## src/rtl/load_store_unit_if.sv

```systemverilog
// Memory-side bus between the load/store unit (master) and data memory (slave).
interface load_store_unit_if #(
  parameter int width = 32
) ();
  logic             bus_req;
  logic             bus_we;
  logic [width-1:0] bus_addr;
  logic [width-1:0] bus_wdata;
  logic [3:0]       bus_be;
  logic             bus_ack;
  logic [width-1:0] bus_rdata;

  modport master (
    output bus_req, bus_we, bus_addr, bus_wdata, bus_be,
    input  bus_ack, bus_rdata
  );

  modport slave (
    input  bus_req, bus_we, bus_addr, bus_wdata, bus_be,
    output bus_ack, bus_rdata
  );
endinterface

```

## src/rtl/load_store_unit.sv

```systemverilog
// RV32I load/store unit: one access at a time through IDLE -> BUS -> RESP.
// Define LSU_MISALIGN_TRAP_EN to fault misaligned halfword/word accesses instead of force-aligning them.
module load_store_unit #(
  parameter int width = 32
) (
  input  logic              clk,
  input  logic              rst,
  input  logic              req_valid,
  input  logic              req_we,
  input  logic [2:0]        req_funct3,
  input  logic [width-1:0]  req_addr,
  input  logic [width-1:0]  req_wdata,
  output logic              stall,
  output logic [width-1:0]  load_data,
  output logic              load_valid,
  output logic              fault,
  load_store_unit_if.master bus
);

`ifdef LSU_MISALIGN_TRAP_EN
  localparam logic misalign_trap = 1'b1;
`else
  localparam logic misalign_trap = 1'b0;
`endif

  typedef enum logic [1:0] {
    IDLE = 2'b00,
    BUS  = 2'b01,
    RESP = 2'b10
  } state_t;

  state_t           state_r;
  logic             we_r;
  logic [2:0]       funct3_r;
  logic [1:0]       off_r;

  logic [1:0]       off_s;
  logic [3:0]       be_s;
  logic [width-1:0] store_data_s;
  logic             legal_s;
  logic [width-1:0] shifted_s;
  logic [width-1:0] load_ext_s;

  function automatic logic funct3_legal(input logic we, input logic [2:0] f3);
    logic ok;
    case (f3)
      3'b000, 3'b001, 3'b010: ok = 1'b1;
      3'b100, 3'b101:         ok = ~we;
      default:                ok = 1'b0;
    endcase
    return ok;
  endfunction

  function automatic logic misaligned(input logic [2:0] f3, input logic [1:0] off);
    logic mis;
    case (f3[1:0])
      2'b01:   mis = off[0];
      2'b10:   mis = (off != 2'b00);
      default: mis = 1'b0;
    endcase
    return mis;
  endfunction

  // Request decode: lane offset (force-aligned by size), byte enables, replicated store data.
  always_comb begin
    off_s        = 2'b00;
    be_s         = 4'b0000;
    store_data_s = {width{1'b0}};
    legal_s      = funct3_legal(req_we, req_funct3) &
                   ~(misalign_trap & misaligned(req_funct3, req_addr[1:0]));
    case (req_funct3[1:0])
      2'b00: begin
        off_s        = req_addr[1:0];
        be_s         = 4'b0001 << off_s;
        store_data_s = {(width/8){req_wdata[7:0]}};
      end
      2'b01: begin
        off_s        = {req_addr[1], 1'b0};
        be_s         = 4'b0011 << off_s;
        store_data_s = {(width/16){req_wdata[15:0]}};
      end
      2'b10: begin
        off_s        = 2'b00;
        be_s         = 4'b1111;
        store_data_s = req_wdata;
      end
      default: begin
        off_s        = 2'b00;
        be_s         = 4'b0000;
        store_data_s = {width{1'b0}};
      end
    endcase
  end

  // Load lane select and sign/zero extension of the acknowledged read word.
  always_comb begin
    shifted_s  = bus.bus_rdata >> {off_r, 3'b000};
    load_ext_s = shifted_s;
    case (funct3_r)
      3'b000:  load_ext_s = {{(width-8){shifted_s[7]}}, shifted_s[7:0]};
      3'b001:  load_ext_s = {{(width-16){shifted_s[15]}}, shifted_s[15:0]};
      3'b010:  load_ext_s = shifted_s;
      3'b100:  load_ext_s = {{(width-8){1'b0}}, shifted_s[7:0]};
      3'b101:  load_ext_s = {{(width-16){1'b0}}, shifted_s[15:0]};
      default: load_ext_s = shifted_s;
    endcase
  end

  // Stall and fault react in the issuing cycle so the core freezes before the next edge.
  always_comb begin
    stall = 1'b0;
    fault = 1'b0;
    case (state_r)
      IDLE: begin
        if (req_valid) begin
          stall = legal_s;
          fault = ~legal_s;
        end else begin
          stall = 1'b0;
          fault = 1'b0;
        end
      end
      BUS: begin
        stall = 1'b1;
        fault = 1'b0;
      end
      RESP: begin
        stall = 1'b0;
        fault = 1'b0;
      end
      default: begin
        stall = 1'b0;
        fault = 1'b0;
      end
    endcase
  end

  // Access FSM with registered bus and load-result outputs.
  always_ff @(posedge clk) begin
    if (rst) begin
      state_r       <= IDLE;
      we_r          <= 1'b0;
      funct3_r      <= 3'b000;
      off_r         <= 2'b00;
      bus.bus_req   <= 1'b0;
      bus.bus_we    <= 1'b0;
      bus.bus_addr  <= {width{1'b0}};
      bus.bus_wdata <= {width{1'b0}};
      bus.bus_be    <= 4'b0000;
      load_data     <= {width{1'b0}};
      load_valid    <= 1'b0;
    end else begin
      case (state_r)
        IDLE: begin
          load_valid <= 1'b0;
          if (req_valid && legal_s) begin
            state_r       <= BUS;
            we_r          <= req_we;
            funct3_r      <= req_funct3;
            off_r         <= off_s;
            bus.bus_req   <= 1'b1;
            bus.bus_we    <= req_we;
            bus.bus_addr  <= {req_addr[width-1:2], 2'b00};
            bus.bus_wdata <= store_data_s;
            bus.bus_be    <= be_s;
          end else begin
            state_r     <= IDLE;
            bus.bus_req <= 1'b0;
          end
        end
        BUS: begin
          if (bus.bus_ack) begin
            state_r     <= RESP;
            bus.bus_req <= 1'b0;
            if (!we_r) begin
              load_data  <= load_ext_s;
              load_valid <= 1'b1;
            end else begin
              load_valid <= 1'b0;
            end
          end else begin
            state_r <= BUS;
          end
        end
        RESP: begin
          // Any req_valid seen here belongs to the retiring instruction.
          state_r    <= IDLE;
          load_valid <= 1'b0;
        end
        default: begin
          state_r     <= IDLE;
          bus.bus_req <= 1'b0;
          load_valid  <= 1'b0;
        end
      endcase
    end
  end

endmodule

```

## src/flat_wrapper.sv

```systemverilog
// flat-port wrapper written by rule: the top's interface ports become plain ports
module load_store_unit_flat 
#(
  parameter int width = 32
)
  (clk, rst, req_valid, req_we, req_funct3, req_addr, req_wdata, stall, load_data, load_valid, fault, bus_bus_req, bus_bus_we, bus_bus_addr, bus_bus_wdata, bus_bus_be, bus_bus_ack, bus_bus_rdata);
  load_store_unit_if #(.width(width)) bus_i ();
  input  logic clk;
  input  logic rst;
  input  logic req_valid;
  input  logic req_we;
  input  logic [2:0] req_funct3;
  input  logic [width-1:0] req_addr;
  input  logic [width-1:0] req_wdata;
  output logic stall;
  output logic [width-1:0] load_data;
  output logic load_valid;
  output logic fault;
  output wire logic [$bits(bus_i.bus_req)-1:0] bus_bus_req;
  output wire logic [$bits(bus_i.bus_we)-1:0] bus_bus_we;
  output wire logic [$bits(bus_i.bus_addr)-1:0] bus_bus_addr;
  output wire logic [$bits(bus_i.bus_wdata)-1:0] bus_bus_wdata;
  output wire logic [$bits(bus_i.bus_be)-1:0] bus_bus_be;
  input wire logic [$bits(bus_i.bus_ack)-1:0] bus_bus_ack;
  input wire logic [$bits(bus_i.bus_rdata)-1:0] bus_bus_rdata;
  assign bus_bus_req = bus_i.bus_req;
  assign bus_bus_we = bus_i.bus_we;
  assign bus_bus_addr = bus_i.bus_addr;
  assign bus_bus_wdata = bus_i.bus_wdata;
  assign bus_bus_be = bus_i.bus_be;
  assign bus_i.bus_ack = bus_bus_ack;
  assign bus_i.bus_rdata = bus_bus_rdata;
  load_store_unit #(.width(width)) u_core (.clk(clk), .rst(rst), .req_valid(req_valid), .req_we(req_we), .req_funct3(req_funct3), .req_addr(req_addr), .req_wdata(req_wdata), .stall(stall), .load_data(load_data), .load_valid(load_valid), .fault(fault), .bus(bus_i));
endmodule
```

## config.mk

```make
export PLATFORM = sky130hd
export DESIGN_NAME = load_store_unit_flat
export DESIGN_NICKNAME = d
export VERILOG_FILES = /design/src/rtl/load_store_unit_if.sv /design/src/rtl/load_store_unit.sv /design/src/flat_wrapper.sv
export SDC_FILE = /design/constraint.sdc
export NUM_CORES = 1
export LEC_CHECK = 0
export CAP_MARGIN = 20
export CORE_MARGIN = 4
export CORE_UTILIZATION = 39
export CTS_BUF_LIST = sky130_fd_sc_hd__clkbuf_2 sky130_fd_sc_hd__clkbuf_4 sky130_fd_sc_hd__clkbuf_8
export CTS_CLUSTER_DIAMETER = 100
export DETAILED_ROUTE_END_ITERATION = 12
export GPL_TIMING_DRIVEN = 0
export MAX_ROUTING_LAYER = met4
export PLACE_DENSITY = 0.88
export SYNTH_ARGS = -nofsm -noshare
export SYNTH_HDL_FRONTEND = slang
export SYNTH_SLANG_ARGS = --single-unit
```

## constraint.sdc

```tcl
create_clock -name clk -period 1.6 [get_ports clk]
set_input_delay 0.24 -clock clk [delete_from_list [all_inputs] [get_ports clk]]
set_output_delay 0.24 -clock clk [all_outputs]
set_load 0.01 [all_outputs]
```

* Yosys cells after proc, flatten, opt, wreduce, memory -nomap -nowiden
Index checks and enable logic that the tools add are counted.
** Cells by class
- Shift-type cells :: 3
- Bitwise operators :: 5
- Mux-type cells :: 16
- Eq/ne operators :: 12
- Reduce and logical (&&, ||, !) cells :: 11
** Operator list (count)
- case mux 32 bit (4 select lines) :: 1
- case mux 32 bit (3 select lines) :: 1
- >> shifter 32 x 5 -> 32 bit :: 1
- == test 3 bit (second input constant) :: 4
- case mux 4 bit (3 select lines) :: 1
- case mux 2 bit (2 select lines) :: 2
- 2-to-1 mux 1 bit :: 7
- == test 3 x 1 -> 1 bit (second input constant) :: 2
- zero test 3 bit :: 2
- inverter 1 bit :: 5
- == test 2 x 1 -> 1 bit (second input constant) :: 2
- == test 2 bit (second input constant) :: 2
- zero test 2 bit :: 2
- case mux 1 bit (2 select lines) :: 2
- AND reduction 2 bit :: 2
- OR reduction 2 bit :: 2
- << shifter 1 x 2 -> 4 bit (first input constant) :: 1
- << shifter 2 x 2 -> 4 bit (first input constant) :: 1
- == test 3 x 2 -> 1 bit (second input constant) :: 1
- case mux 1 bit (3 select lines) :: 1
- AND reduction 3 bit :: 1
- OR reduction 3 bit :: 1
- 2-to-1 mux 2 bit :: 1
- inequality test 2 bit (second input constant) :: 1
- logical AND 1 bit :: 1
** Storage, ports and cells
- Output and inout bits :: 105
- Input port bits :: 104
- Word-level logic and storage cells :: 57
- Flip-flop bits (word level) :: 108

* Logic depth before layout (Yosys ltp)
- Word-level depth :: 6
- Depth in mapped cells :: 6

* Least setup slack after synthesis
OpenSTA, ideal clock, no wires.
- Kind :: flip-flop to flip-flop
- Start point :: register u_core.state_r[0]
- End point :: register u_core.bus.bus_wdata[18]
- Setup slack :: 0.046 ns
- Data required time :: 1.468 ns
- Cell stages (with the launch flop) :: 7
- Arrival time :: 1.422 ns
- Buffers on the path :: 2
- Setup time :: 0.132 ns
- Cell sequence :: dfxtp_1 > or3b_1 > nand3b_1 > buf_2 > buf_2 > a221oi_1 > nor3_1
** On the way
- Word-level cells in the longest chain between the ends :: 2
** RTL lines
- from (decl) :: RTL line load_store_unit.sv:32 : state_t state_r;
- from (signal assigned) :: RTL line load_store_unit.sv:141 : state_r <= IDLE;
- from (signal assigned) :: RTL line load_store_unit.sv:157 : state_r <= BUS;
- from (signal assigned) :: RTL line load_store_unit.sv:167 : state_r <= IDLE;
- zero test 2 bit :: RTL line load_store_unit.sv:153 : case (state_r)
- AND reduction 2 bit (no line)
- to (signal assigned) :: RTL line load_store_unit.sv:148 : bus.bus_wdata <= {width{1'b0}};
- to (signal assigned) :: RTL line load_store_unit.sv:164 : bus.bus_wdata <= store_data_s;
- to (decl) :: RTL line load_store_unit_if.sv:14 : output bus_req, bus_we, bus_addr, bus_wdata, bus_be,
Every way passes these cells.
A chain may end at the register's enable or synchronous reset.

* Worst setup path in the final report
- Start point :: register u_core.state_r[0]
- End point :: register u_core.bus.bus_wdata[13]
The elaborated chain is that of the path after synthesis.

==> results.cfg <==
[outcome]
status = finished with violations
violations = negative setup slack

[hold_path]
hp-class = in -> reg

[detailed_routing]
routed_wl_mm = 18.6
first_pass_iters = 6
postRouteAntennaNets = 0
wl_per_cell_um = 18.5
via_count = 5336
routed_via_density = 5.33
drt_iter0_drc = 433
drc = 0

[sta]
max_slew.worst_pin.slew_ns = 0.678
final_max_slew_viol_count = 0
setup_viol = 88
min_period_over_period_pct = 108
fmax_ghz = 0.581
tns_ns = -3.76
hold_viol = 0
relSlewSlack_pct = 54.8
final.min_clock_period_ns = 1.72
rsz0062_at_grt = true
setup_slack_ns = -0.120
fin_skew_ns = 0.00924

[clock_tree]
clkTransAtPathRegs_ns = 0.10
cts_tree = yes
clk_path_buf_depth = 2
ctsHoldBuffers = 0
cts.sinks = 108
clk_latency_ns = 0.38
root_buffer = clkbuf_8
cts_buffers = 9
htree_levels = 3

[logic_synthesis]
synth.yosys.seq_area_share_pct = 44.8
yosysTopAreaCell = dfxtp_1
ys_async_sr_fraction_pct = 0
synth_flop_cell = dfxtp_1
synthTopCellsByCount = nand2_1 (125), dfxtp_1 (108), nor2_1 (75), a21oi_1 (67), nor3_1 (31)
synthDistinctLibCells = 38
ys_ff_latch = 108
synth_area_leaders = dfxtp_1 (45%), nand2_1 (9.7%), a21oi_1 (7.0%), nor2_1 (5.8%), mux2i_1 (5.2%)
yosysTopAreaCellShare_pct = 44.8
synth.avg_cell_area_um2 = 8.14
ys_warn_count = 0
netlist_instances = 592
netlist_area_um2 = 4820
yosysMostFrequentCell = nand2_1
synth-edff-count = 0

[worst_setup_path]
start_kind = flop
cpMaxStageDelayCell = or3b_4
required_ns = 1.86
path_cells = or3b_4, nand3b_1, buf_6, buf_12, a211oi_4, nor3_2
worst-path-max-fanout = 10
critPathBufInv = 2
critPathKind = reg -> reg
slowest_delay_ns = 0.41
endpoint_kind = flop
crit_arrival_ns = 1.98
crit_family = simple AND/OR/NAND/NOR gates

[die]
ios = 209
placeableCoreArea_um2 = 12100
die_h_um = 119
num_rows = 40
die_w_um = 119
dieArea_um2 = 14200
start_util_pct = 40.0

[place]
gp_congestion = 0.932
dpl-instance-area_um2 = 7090
dp_hpwl_mm = 12.8
port-buffer-count = 205
dp.cells = 966

[global_route]
grt_max_degree = 16
grt_pass1_wl_mm = 26.8
grt_overflow_total = 0
groute.usage.overall_pct = 24.5
first_global_vias = 5121
antenna_found_initial = 1

[cells_and_area]
drive_gt1_share_pct = 21.0
area_growth_pct = 68.0
stdcell_count = 1002
num-nets-final = 932
fin_area_um2 = 8100
fill_cells = 968

[power]
p_leak_nw = 2.93
comb_power_share_pct = 26.3
power_switching_mw = 1.75
powerDensity_nw_per_um2 = 754
clock_power_share_pct = 25.8
intPower_mw = 4.36
swShare_pct = 28.6
seq_power_share_pct = 47.9
vdd_drop_max_mv = 0.699

[run]
drv_cap = 0
-- per-layer routing --
| metal | vias up | share of wire, % | GRT usage, % |
|---|---|---|---|
| li1 | 2497 | - | - |
| met5 | - | 0 | - |
| met3 | 44 | 9.8 | 7.03 |
| met2 | 305 | 48 | 39.7 |
| met4 | 0 | 2.7 | 8.62 |
| met1 | 2490 | 39 | 29.1 |
-- power groups by stage --
stage / clock network [mW] / registers [mW] / logic, mW
after floorplan: 0 / 3.04 / 0.521
after global placement: 0 / 2.98 / 1.31
after detailed placement: 0 / 2.98 / 1.33
after CTS: 1.62 / 2.92 / 1.43
after global routing: 1.71 / 2.94 / 1.71
final: 1.58 / 2.92 / 1.60
-- registers in the layout, indices dropped and copies added, names as in the netlist --
signal and count:
u_core.bus.bus_addr 30, u_core.bus.bus_be 4, u_core.bus.bus_req 1, u_core.bus.bus_wdata 32, u_core.funct3_r 3, u_core.load_data 32
u_core.load_valid 1, u_core.off_r 2, u_core.state_r 2, u_core.we_r 1
-- cells in the final DEF, fill, tap and decap left out, types with 5 or more instances in the layout --
cell             instances
buf_2                    9
o211ai_1                 8
buf_8                    8
nor3_1                  29
clkbuf_8                10
a211oi_2                21
a221oi_2                 6
nor2_1                  69
nand2_4                  8
clkbuf_16                5
a211oi_1                 8
a21oi_2                 20
o2bb2ai_1                7
nand2_1                115
a211oi_4                 5
buf_4                   15
a21oi_1                 47
mux2i_1                 24
buf_6                    7
mux2_2                  15
dfxtp_1                103
clkbuf_1                15
nand3_1                  6
clkdlybuf4s50_1        197
clkbuf_4                11
-- final cells by class --
cell class              instances  area (µm²)  area share (%)
repair buffers                225        2290            28.3
multi-input cells             431        2810            34.7
diodes                          1        2.50          0.0309
well taps                     168         210            2.59
plain buffers                  51         427            5.27
clock buffers                  14         168            2.07
inverters                       2        7.51          0.0927
clock inverters                 2        10.0           0.124
flip-flops and latches        108        2170            26.8
-- stage by stage --
stage	power (mW)	hold slack (ns)	util (%)	setup slack [ns]
6_report	6.11	0.182	67.2	-0.120
5_1_grt	6.37	0.181	67.2	-0.171
4_1_cts	5.97	0.262	62.8	-0.0653
3_5_place_dp	4.31	0.446	58.8	-0.628
3_3_place_gp	4.29	0.439	58.8	-0.648
2_1_floorplan	3.56	0.352	-	0.0458
-- what timing repair did --
action / CTS / global route
cloned: 2 / 5
pin swaps: 2 / 20
setup buffers: 7 / 6
endpoints found under the setup margin: 107 / 108
gates resized for setup: 86 / 98
endpoints found under the hold margin: 0 / 0
-- cell families (layout without fill, tap and decap cells) --
| logic type | Yosys count | count (layout) | share of synthesized area [%] |
|---|---|---|---|
| buffers and inverters | 54 | 294 | 5.66 |
| muxes | 41 | 41 | 9.24 |
| other | 1 | 3 | 0.0778 |
| AOI/OAI and AO/OA | 132 | 132 | 17.8 |
| xor gates and xnor gates | 1 | 1 | 0.182 |
| and+or+nand+nor | 255 | 255 | 22.2 |
| DFF | 108 | 108 | 44.8 |
-- worst reg2reg max path, stage by stage, from the launching register on --
cell	delay, ns
dfxtp_4	0.35
or3b_4	0.41
nand3b_1	0.23
buf_6	0.18
buf_12	0.16
a211oi_4	0.22
nor3_2	0.06
-- final timing paths --
path / start / endpoint / slack, ns / cells after the start
hold reg to reg: u_core.bus.bus_be[0] / u_core.bus.bus_be[0] / 0.46 / 2
setup / recovery: u_core.state_r[0] / u_core.bus.bus_wdata[13] / -0.12 / 6
hold / removal: req_funct3[2] / u_core.funct3_r[2] / 0.18 / 3
setup reg to reg: u_core.state_r[0] / u_core.bus.bus_wdata[13] / -0.12 / 6
(Power assumes the default switching activity.)
